## config.mk

```make
export PLATFORM = sky130hd
export DESIGN_NAME = herald_host_flat
export DESIGN_NICKNAME = d
export VERILOG_FILES = /design/src/rtl/herald_host_if.sv /design/src/rtl/herald_host.sv /design/src/flat_wrapper.sv
export SDC_FILE = /design/constraint.sdc
export NUM_CORES = 1
export LEC_CHECK = 0
export ABC_AREA = 0
export ABC_CLOCK_PERIOD_IN_PS = 3300
export CAP_MARGIN = 25
export CORE_ASPECT_RATIO = 0.8
export CORE_MARGIN = 5
export CORE_UTILIZATION = 54
export CTS_BUF_LIST = sky130_fd_sc_hd__clkbuf_8
export CTS_CLUSTER_SIZE = 30
export DETAILED_ROUTE_END_ITERATION = 10
export PLACE_DENSITY = 0.82
export SLEW_MARGIN = 20
export SYNTH_ARGS = -nofsm -noshare
export SYNTH_HDL_FRONTEND = slang
export SYNTH_SLANG_ARGS = --single-unit
export TNS_END_PERCENT = 5
```

## constraint.sdc

```tcl
create_clock -name clk -period 3.3 [get_ports clk]
set_clock_uncertainty 0.1 [all_clocks]
set_input_delay 0.495 -clock clk [delete_from_list [all_inputs] [get_ports clk]]
set_output_delay 0.495 -clock clk [all_outputs]
set_load 0.05 [all_outputs]
```

## src/rtl/herald_host_if.sv

```systemverilog
// herald_host_if -- byte-wide peripheral bus between herald_host and its peripheral.
//   bus_data : host -> peripheral data byte
//   bus_wr   : host -> peripheral write strobe
//   bus_rd   : host -> peripheral read strobe
//   bus_in   : peripheral -> host output byte, bit 7 = BUSY
interface herald_host_if;
    logic [7:0] bus_data;
    logic       bus_wr;
    logic       bus_rd;
    logic [7:0] bus_in;

    modport master (
        output bus_data,
        output bus_wr,
        output bus_rd,
        input  bus_in
    );

    modport slave (
        input  bus_data,
        input  bus_wr,
        input  bus_rd,
        output bus_in
    );
endinterface

```

## src/rtl/herald_host.sv

```systemverilog
// herald_host -- command sequencer for a strobed byte-wide arithmetic peripheral.
// Accepts a command with two Q12.12 operands, writes the command byte and the
// required operand bytes, waits for BUSY to drop (with timeout), reads back the
// result bytes and reports done/err.
// Ports:
//   clk, rst_n          clock, asynchronous active-low reset
//   start               launch request, sampled only while ready=1
//   cmd, op_a, op_b     command code and operands, latched on acceptance
//   ready               host idle
//   done, err           one-cycle completion / rejection-or-timeout pulses
//   result              read bytes packed LSB-first, zero-extended
//   bus                 peripheral bus (master side)
module herald_host #(
    parameter int unsigned STROBE_CYCLES  = 2,
    parameter int unsigned TIMEOUT_CYCLES = 4095
) (
    input  logic          clk,
    input  logic          rst_n,
    input  logic          start,
    input  logic [7:0]    cmd,
    input  logic [23:0]   op_a,
    input  logic [23:0]   op_b,
    output logic          ready,
    output logic          done,
    output logic          err,
    output logic [71:0]   result,
    herald_host_if.master bus
);

    localparam int unsigned TW = (TIMEOUT_CYCLES > 1) ? $clog2(TIMEOUT_CYCLES) : 1;

    // One byte transfer spans phase counts 0..2*STROBE_CYCLES-1; strobe is high
    // for counts 0..STROBE_CYCLES-1.
    localparam logic [4:0]    PH_HI_LAST = 5'(STROBE_CYCLES - 1);
    localparam logic [4:0]    PH_END     = 5'(2 * STROBE_CYCLES - 1);
    // Read data is taken one clock after bus_rd rises.
    localparam logic [4:0]    PH_CAP     = 5'd1;
    localparam logic [TW-1:0] TMO_LAST   = TW'(TIMEOUT_CYCLES - 1);

    typedef enum logic [2:0] {
        ST_IDLE,
        ST_WR_CMD,
        ST_WR_OPS,
        ST_WAIT_BUSY,
        ST_RD_BYTES,
        ST_FINISH
    } state_t;

    state_t        r_state;
    logic          r_ready;
    logic          r_done;
    logic          r_err;
    logic [71:0]   r_result;
    logic [7:0]    r_data;
    logic          r_wr;
    logic          r_rd;
    logic [4:0]    r_ph;
    logic [3:0]    r_idx;
    logic [TW-1:0] r_tmo;
    logic [23:0]   r_a;
    logic [23:0]   r_b;
    logic [3:0]    r_nops;
    logic [3:0]    r_nrd;

    logic          w_dec_ok;
    logic [3:0]    w_dec_ops;
    logic [3:0]    w_dec_rd;
    logic [3:0]    w_nxt_idx;
    logic [7:0]    w_op_byte;

    // Operand byte count (0, 3 or 6) and result byte count per command.
    always_comb begin
        w_dec_ok  = 1'b1;
        w_dec_ops = 4'd0;
        w_dec_rd  = 4'd0;
        case (cmd)
            8'h10:                      begin w_dec_ops = 4'd3; w_dec_rd = 4'd6; end
            8'h11, 8'h12, 8'h20, 8'h21: begin w_dec_ops = 4'd6; w_dec_rd = 4'd3; end
            8'h13:                      begin w_dec_ops = 4'd6; w_dec_rd = 4'd9; end
            8'h23:                      begin w_dec_ops = 4'd3; w_dec_rd = 4'd3; end
            8'h22:                      begin w_dec_ops = 4'd0; w_dec_rd = 4'd0; end
            default:                    w_dec_ok = 1'b0;
        endcase
    end

    // Byte to load for the next operand write (index r_idx+1 of A0..A2,B0..B2).
    always_comb begin
        w_nxt_idx = r_idx + 4'd1;
        w_op_byte = '0;
        case (w_nxt_idx)
            4'd1:    w_op_byte = r_a[15:8];
            4'd2:    w_op_byte = r_a[23:16];
            4'd3:    w_op_byte = r_b[7:0];
            4'd4:    w_op_byte = r_b[15:8];
            4'd5:    w_op_byte = r_b[23:16];
            default: w_op_byte = '0;
        endcase
    end

    always_ff @(posedge clk or negedge rst_n) begin
        if (!rst_n) begin
            r_state  <= ST_IDLE;
            r_ready  <= 1'b1;
            r_done   <= 1'b0;
            r_err    <= 1'b0;
            r_result <= '0;
            r_data   <= '0;
            r_wr     <= 1'b0;
            r_rd     <= 1'b0;
            r_ph     <= '0;
            r_idx    <= '0;
            r_tmo    <= '0;
            r_a      <= '0;
            r_b      <= '0;
            r_nops   <= '0;
            r_nrd    <= '0;
        end else begin
            r_done <= 1'b0;
            r_err  <= 1'b0;
            case (r_state)
                ST_IDLE: begin
                    r_ready <= 1'b1;
                    if (start) begin
                        r_result <= '0;
                        r_a      <= op_a;
                        r_b      <= op_b;
                        r_nops   <= w_dec_ops;
                        r_nrd    <= w_dec_rd;
                        if (w_dec_ok) begin
                            r_state <= ST_WR_CMD;
                            r_ready <= 1'b0;
                            r_data  <= cmd;
                            r_wr    <= 1'b1;
                            r_ph    <= '0;
                        end else begin
                            // Unknown command: reject without touching the bus.
                            r_err <= 1'b1;
                        end
                    end
                end

                ST_WR_CMD: begin
                    r_ph <= r_ph + 5'd1;
                    if (r_ph == PH_HI_LAST) r_wr <= 1'b0;
                    if (r_ph == PH_END) begin
                        r_ph <= '0;
                        if (r_nops != 4'd0) begin
                            r_state <= ST_WR_OPS;
                            r_idx   <= '0;
                            r_data  <= r_a[7:0];
                            r_wr    <= 1'b1;
                        end else begin
                            r_state <= ST_WAIT_BUSY;
                            r_tmo   <= '0;
                        end
                    end
                end

                ST_WR_OPS: begin
                    r_ph <= r_ph + 5'd1;
                    if (r_ph == PH_HI_LAST) r_wr <= 1'b0;
                    if (r_ph == PH_END) begin
                        r_ph <= '0;
                        if (r_idx == r_nops - 4'd1) begin
                            r_state <= ST_WAIT_BUSY;
                            r_tmo   <= '0;
                        end else begin
                            r_idx  <= w_nxt_idx;
                            r_data <= w_op_byte;
                            r_wr   <= 1'b1;
                        end
                    end
                end

                ST_WAIT_BUSY: begin
                    if (!bus.bus_in[7]) begin
                        if (r_nrd == 4'd0) begin
                            r_state <= ST_FINISH;
                            r_done  <= 1'b1;
                        end else begin
                            r_state <= ST_RD_BYTES;
                            r_rd    <= 1'b1;
                            r_ph    <= '0;
                            r_idx   <= '0;
                        end
                    end else if (r_tmo == TMO_LAST) begin
                        r_state <= ST_IDLE;
                        r_ready <= 1'b1;
                        r_err   <= 1'b1;
                    end else begin
                        r_tmo <= r_tmo + TW'(1);
                    end
                end

                ST_RD_BYTES: begin
                    r_ph <= r_ph + 5'd1;
                    if (r_ph == PH_CAP) begin
                        for (int unsigned k = 0; k < 9; k++) begin
                            if (r_idx == 4'(k)) r_result[8*k +: 8] <= bus.bus_in;
                        end
                    end
                    if (r_ph == PH_HI_LAST) r_rd <= 1'b0;
                    if (r_ph == PH_END) begin
                        r_ph <= '0;
                        if (r_idx == r_nrd - 4'd1) begin
                            r_state <= ST_FINISH;
                            r_done  <= 1'b1;
                        end else begin
                            r_idx <= r_idx + 4'd1;
                            r_rd  <= 1'b1;
                        end
                    end
                end

                ST_FINISH: begin
                    r_state <= ST_IDLE;
                    r_ready <= 1'b1;
                end

                default: begin
                    r_state <= ST_IDLE;
                    r_ready <= 1'b1;
                    r_wr    <= 1'b0;
                    r_rd    <= 1'b0;
                end
            endcase
        end
    end

    assign ready        = r_ready;
    assign done         = r_done;
    assign err          = r_err;
    assign result       = r_result;
    assign bus.bus_data = r_data;
    assign bus.bus_wr   = r_wr;
    assign bus.bus_rd   = r_rd;

endmodule

```

## src/flat_wrapper.sv

```systemverilog
// flat-port wrapper written by rule: the top's interface ports become plain ports
module herald_host_flat 
#(
    parameter int unsigned STROBE_CYCLES  = 2,
    parameter int unsigned TIMEOUT_CYCLES = 4095
)
  (clk, rst_n, start, cmd, op_a, op_b, ready, done, err, result, bus_bus_data, bus_bus_wr, bus_bus_rd, bus_bus_in);
  herald_host_if bus_i ();
  input  logic clk;
  input  logic rst_n;
  input  logic start;
  input  logic [7:0] cmd;
  input  logic [23:0] op_a;
  input  logic [23:0] op_b;
  output logic ready;
  output logic done;
  output logic err;
  output logic [71:0] result;
  output wire logic [$bits(bus_i.bus_data)-1:0] bus_bus_data;
  output wire logic [$bits(bus_i.bus_wr)-1:0] bus_bus_wr;
  output wire logic [$bits(bus_i.bus_rd)-1:0] bus_bus_rd;
  input wire logic [$bits(bus_i.bus_in)-1:0] bus_bus_in;
  assign bus_bus_data = bus_i.bus_data;
  assign bus_bus_wr = bus_i.bus_wr;
  assign bus_bus_rd = bus_i.bus_rd;
  assign bus_i.bus_in = bus_bus_in;
  herald_host #(.STROBE_CYCLES(STROBE_CYCLES), .TIMEOUT_CYCLES(TIMEOUT_CYCLES)) u_core (.clk(clk), .rst_n(rst_n), .start(start), .cmd(cmd), .op_a(op_a), .op_b(op_b), .ready(ready), .done(done), .err(err), .result(result), .bus(bus_i));
endmodule
```

* Word-level counts from Yosys, hierarchy flattened
Index checks and enable logic that the tools add are counted.
** Word-level totals
- Register bits :: 165
- Input port bits :: 67
- Output and inout port bits :: 85
- Logic and storage cells :: 208
** Operators by class
- Add/sub/neg operators :: 5
- Equal/unequal tests :: 58
- Multiplexer cells :: 85
- Bitwise logic cells :: 3
- Reduce and logical (&&, ||, !) cells :: 34
** Operator list (count)
- 2-to-1 mux 72 bit :: 2
- case mux 72 bit (2 select lines) :: 1
- 2-to-1 mux 8 bit :: 15
- 2-to-1 mux 12 bit :: 6
- case mux 8 bit (5 select lines) :: 1
- != test 2 x 1 -> 1 bit (second input constant) :: 18
- case mux 12 bit (3 select lines) :: 1
- AND reduction 4 bit :: 9
- == test 8 x 5 -> 1 bit (second input constant) :: 4
- == test 8 x 6 -> 1 bit (second input constant) :: 4
- 2-to-1 mux 4 bit :: 8
- 2-to-1 mux 3 bit :: 9
- 2-to-1 mux 1 bit :: 26
- 2-to-1 mux 5 bit :: 5
- == test 4 x 3 -> 1 bit (second input constant) :: 6
- case mux 8 bit (3 select lines) :: 1
- == test 4 x 2 -> 1 bit (second input constant) :: 4
- != test 2 bit (second input constant) :: 8
- case mux 4 bit (4 select lines) :: 1
- case mux 3 bit (5 select lines) :: 1
- case mux 5 bit (3 select lines) :: 1
- AND reduction 7 bit :: 2
- adder 12 x 1 -> 12 bit (second input constant) :: 1
- == test 12 bit (second input constant) :: 1
- 33 further kinds :: 50

* Depth between registers and ports, before layout
- Depth after elaboration :: 6
- Gate-level depth with buffers :: 10
- Gate-level depth less buffers :: 8

* Least setup slack after synthesis
Ideal clock, no wire load.
- Path type :: reg2reg
- Start :: register u_core.r_nops[0]
- End :: register u_core.r_tmo[6]
- Setup time :: 0.126 ns
- Data arrival time :: 2.063 ns
- Required time :: 3.074 ns
- Path slack :: 1.011 ns
- Cell stages (with the launch flop) :: 10
- Path buffers :: 1
- Clock period less this slack :: 2.289 ns
- Cells stage by stage :: dfrtp_1 -> inv_1 -> ha_1 -> xor2_1 -> or3_1 -> a21o_1 -> a2111o_1 -> buf_6 -> o21ai_1 -> o31ai_1
** On the way
- Cells in the longest elaborated chain, start to end :: 4
- Elaborated cells between the ends (all ways) :: 6
- Those cells by class :: 1 x add/sub; 3 x eq/ne; 2 x reduce/logical
** Ends and longest elaborated chain
- start, declared :: line herald_host.sv:62 : logic [3:0] r_nops;
- start signal, assigned :: line herald_host.sv:127 : r_nops <= w_dec_ops;
- subtractor 4 x 1 -> 4 bit :: line herald_host.sv:164 : if (r_idx == r_nops - 4'd1) begin
- == test 4 bit :: line herald_host.sv:164
- != test 2 x 1 -> 1 bit (no source line)
- AND reduction 7 bit (no source line) (*)
- end signal, assigned :: line herald_host.sv:191 : r_tmo <= r_tmo + TW'(1);
- end, declared :: line herald_host.sv:59 : logic [TW-1:0] r_tmo;
Mark *: on every way between the ends. The rest lies on a longest branch, timed or not.
A chain may end at the register's enable or synchronous reset.

* Final worst setup path
- Start :: register u_core.r_idx[0]
- End :: register u_core.r_data[1], in the netlist u_core.bus.bus_data[1]
** On the way
- Cells in the longest elaborated chain, start to end :: 6
- Elaborated cells between the ends (all ways) :: 13
- Those cells by class :: 1 x add/sub; 7 x eq/ne; 4 x mux; 1 x reduce/logical
** Ends and longest elaborated chain
- start, declared :: line herald_host.sv:58 : logic [3:0] r_idx;
- start signal, assigned :: line herald_host.sv:168 : r_idx <= w_nxt_idx;
- start signal, assigned :: line herald_host.sv:209 : r_idx <= r_idx + 4'd1;
- adder 4 x 1 -> 4 bit :: line herald_host.sv:88 : w_nxt_idx = r_idx + 4'd1;
- == test 4 x 3 -> 1 bit, or another cell as far along :: line herald_host.sv:90 : case (w_nxt_idx)
- case mux 8 bit (5 select lines) :: line herald_host.sv:90
- 2-to-1 mux 8 bit :: line herald_host.sv:164
- 2-to-1 mux 8 bit :: line herald_host.sv:162 : if (r_ph == PH_END) begin
- case mux 8 bit (3 select lines) :: line herald_host.sv:120 : case (r_state)
- end signal, assigned :: line herald_host.sv:132 : r_data <= cmd;
- end signal, assigned :: line herald_host.sv:150 : r_data <= r_a[7:0];
- end signal, assigned :: line herald_host.sv:169 : r_data <= w_op_byte;
- end, declared :: line herald_host.sv:54 : logic [7:0] r_data;
Parallel ways exist; a longest one is shown, timed or not. The select of a mux whose other input is x is not followed.

==> impl_metrics.tcl <==
set metrics [dict create \
    synth_edf_count 0 \
    fin_crit_sh_pct 81.0 \
    grt_pass1_vias 6576 \
    ctsResizeCount 0 \
    yosysWarnings 0 \
    ir_drop_uv 535 \
    maxCapViolCount 0 \
    track_usage_pct 24.1 \
    layout_common_cells "nand2_1 (194), dfrtp_1 (163), clkdlybuf4s50_1 (150)" \
    relSlewSlack_pct 49.5 \
    hold_violations 0 \
    crit_required_ns 3.52 \
    layout-drive-gt1-share_pct 11.6 \
    ctsHtreeMaxLevel 4 \
    slew_viol_final 0 \
    synth.area.top_cells "dfrtp_1 (50%), nand2_1 (8.9%), mux2_2 (7.0%)" \
    multi_input_area_mm2 0.00379 \
    ctsHoldBuffers 1 \
    die_x_um 148 \
    grt_pass1_wl_um 34400 \
    r2r_slack_ns 0.63 \
    powerDensity_mw_per_mm2 644 \
    swShare_pct 36.4 \
    ys_ff_latch 164 \
    post_drt_wl_per_cell_um 17.8 \
    yosysSeqAreaShare_pct 49.9 \
    initial_core_util_pct 54.9 \
    final.setup.tns_ns 0 \
    numCtsBuffers 17 \
    fillers 1120 \
    ios 152 \
    async_flop_share_pct 100 \
    whs_path_depth 1 \
    drt_iter0_markers 739 \
    clockRootBuffer "clkbuf_8" \
    path_max_fanout 16 \
    p_seq_share_pct 42.8 \
    regToRegStartpoint "u_core.r_idx[0]" \
    routabilityCongestion 0.860 \
    status "complete, no violations" \
    rsz0062_at_grt "no" \
    switchingPower_uw 2420 \
    final_nets 1080 \
    fmax_mhz 374 \
    rows 40 \
    cts_tree "done" \
    crit_type "reg2reg" \
    core_area_mm2 0.0150 \
    placed_cell_area_mm2 0.00988 \
    grt_overflow_total 0 \
    grt_max_degree 70 \
    diodes 0 \
    arrival_ns 2.89 \
    seq_area_mm2 0.00411 \
    critPathLaunchType "flop" \
    hold_class "reg2reg" \
    wl_um 21400 \
    internal-power_uw 4220 \
    first_pass_iters 6 \
    clkPwrFrac_pct 24.1 \
    cts_setup_buffers 0 \
    fp.dieH_um 120 \
    final_common_cell "nand2_1" \
    end_kind "flop" \
    worstHoldStart "u_core.r_tmo[10]" \
    ys.flop_type "dfrtp_1" \
    clock-sinks 164 \
    holdPathEnd "u_core.r_tmo[10]" \
    avgViaCountPerCell 5.87 \
    setup_viol 0 \
    io_buffers 151 \
    yosysUniqueCellTypes 67 \
    netlist_area_mm2 0.00822 \
    path_clk_slew_ns 0.10 \
    insertion_delay_ns 0.46 \
    clk_path_buf_depth 2 \
    setup_slack_ns 0.628 \
    fin_area_mm2 0.0103 \
    synth_top_cell_by_area "dfrtp_1" \
    syn-mean-instance-area_um2 9.44 \
    dr_total_vias 7035 \
    syn_to_final_growth_pct 25.6 \
    timing.rr.end "u_core.bus.bus_data[1]" \
    p_leak_uw 0.00434 \
    hpwl_um 15300 \
    netlist_instances 871 \
    synth_top_area_share_pct 49.6 \
    die_area_mm2 0.0178 \
    ff2ff_path_depth 7 \
    dpl_worst_slack_ns 0.430 \
    worst_slew_pin_slew_ns 0.756 \
    ant_nets 0 \
    synth_fp_nets 954 \
    drc_errors 0 \
    antenna_found_initial 0 \
    power_frac_comb_pct 33.2 \
    period_minus_slack_ns 2.67 \
]
==> cell type report <==
| class | count | area share [%] |
|---|---|---|
| clock inverters | 13 | 1.67 |
| clock buffers | 19 | 2.53 |
| multi-input cells | 627 | 36.7 |
| well taps | 189 | 2.29 |
| repair buffers | 171 | 16.5 |
| inverters | 16 | 0.582 |
| flip-flops and latches | 164 | 39.8 |
==> state kept, by name (all words and copies together) (netlist names), 3 cells and up <==
name	flops
u_core.r_nrd	4
u_core.r_nops	3
u_core.r_tmo	12
u_core.r_b	24
u_core.r_state	3
u_core.bus.bus_data	8
u_core.result	72
u_core.r_ph	5
u_core.r_a	24
u_core.r_idx	4
==> power by group through the flow <==
stage | clock network (µW) | logic [µW] | registers (µW)
2_1_floorplan | 0 | 1490 | 2880
3_3_place_gp | 0 | 2130 | 2840
3_5_place_dp | 0 | 2190 | 2860
4_1_cts | 1610 | 2200 | 2830
5_1_grt | 1690 | 2400 | 2900
6_report | 1600 | 2200 | 2840
==> metal layers <==
metal | up-vias | track usage (%) | share of wire (%)
li1 | 3305 | - | -
met1 | 3399 | 34.5 | 45
met2 | 291 | 37.2 | 46
met3 | 40 | 5.47 | 7.0
met4 | 0 | 6.69 | 2.0
met5 | - | 0 | 0
==> worst max-delay path, cell delays in order (launching register included) <==
cell,delay (ns)
dfrtp_1,0.63
inv_1,0.19
ha_1,0.45
and2_1,0.37
a32oi_1,0.21
a22oi_1,0.11
a211oi_1,0.31
o221ai_1,0.17
==> through the flow <==
stage          instances  util [%]  total power, µW  hold slack (ns)
3_5_place_dp        1166      66.0             5050            0.379
3_3_place_gp        1166      66.0             4960            0.359
4_1_cts             1199      69.0             6640            0.395
6_report            1199      69.0             6650            0.398
5_1_grt             1199      69.0             6990            0.417
2_1_floorplan        871         -             4380           0.0994
==> worst max path at each step <==
stage	from	end	slack, ns	cells past startpoint
floorplan	u_core.r_nops[0]	u_core.r_tmo[6]	1.01	9
global placement	cmd[3]	u_core.bus.bus_data[7]	0.54	7
detailed placement	cmd[5]	u_core.bus.bus_data[7]	0.43	6
CTS	u_core.r_idx[0]	u_core.bus.bus_data[1]	0.67	7
global route	u_core.r_idx[0]	u_core.bus.bus_data[1]	0.47	7
finish	u_core.r_idx[0]	u_core.bus.bus_data[1]	0.63	7
==> kinds of logic after synthesis <==
| kind of cell | after synthesis | synth area share (%) |
|---|---|---|
| AOI/OAI and AO/OA | 224 | 16.9 |
| and+or+nand+nor | 318 | 17.5 |
| buffers and inverters | 80 | 4.09 |
| adders and majority gates | 16 | 2.44 |
| muxes | 53 | 7.23 |
| xor gates and xnor gates | 16 | 1.89 |
| DFF | 164 | 49.9 |
==> Yosys cell counts (all sizes together) (3+ instances only) <==
cell and instances:
a211oi 4, a21o 4, a21oi 36, a222oi 5, a22o 4, a22oi 8
a31o 3, a31oi 8, a32oi 7, and2 12, and3 9, buf 21
clkbuf 43, dfrtp 163, ha 16, inv 16, mux2 51, nand2 195
nand3 18, nand4 4, nor2 31, nor2b 14, nor3 12, nor3b 4
o211ai 3, o21ai 109, o221ai 9, o31ai 5, o41ai 3, or3 4
xnor2 5, xor2 10
(Power assumes the default switching activity.)
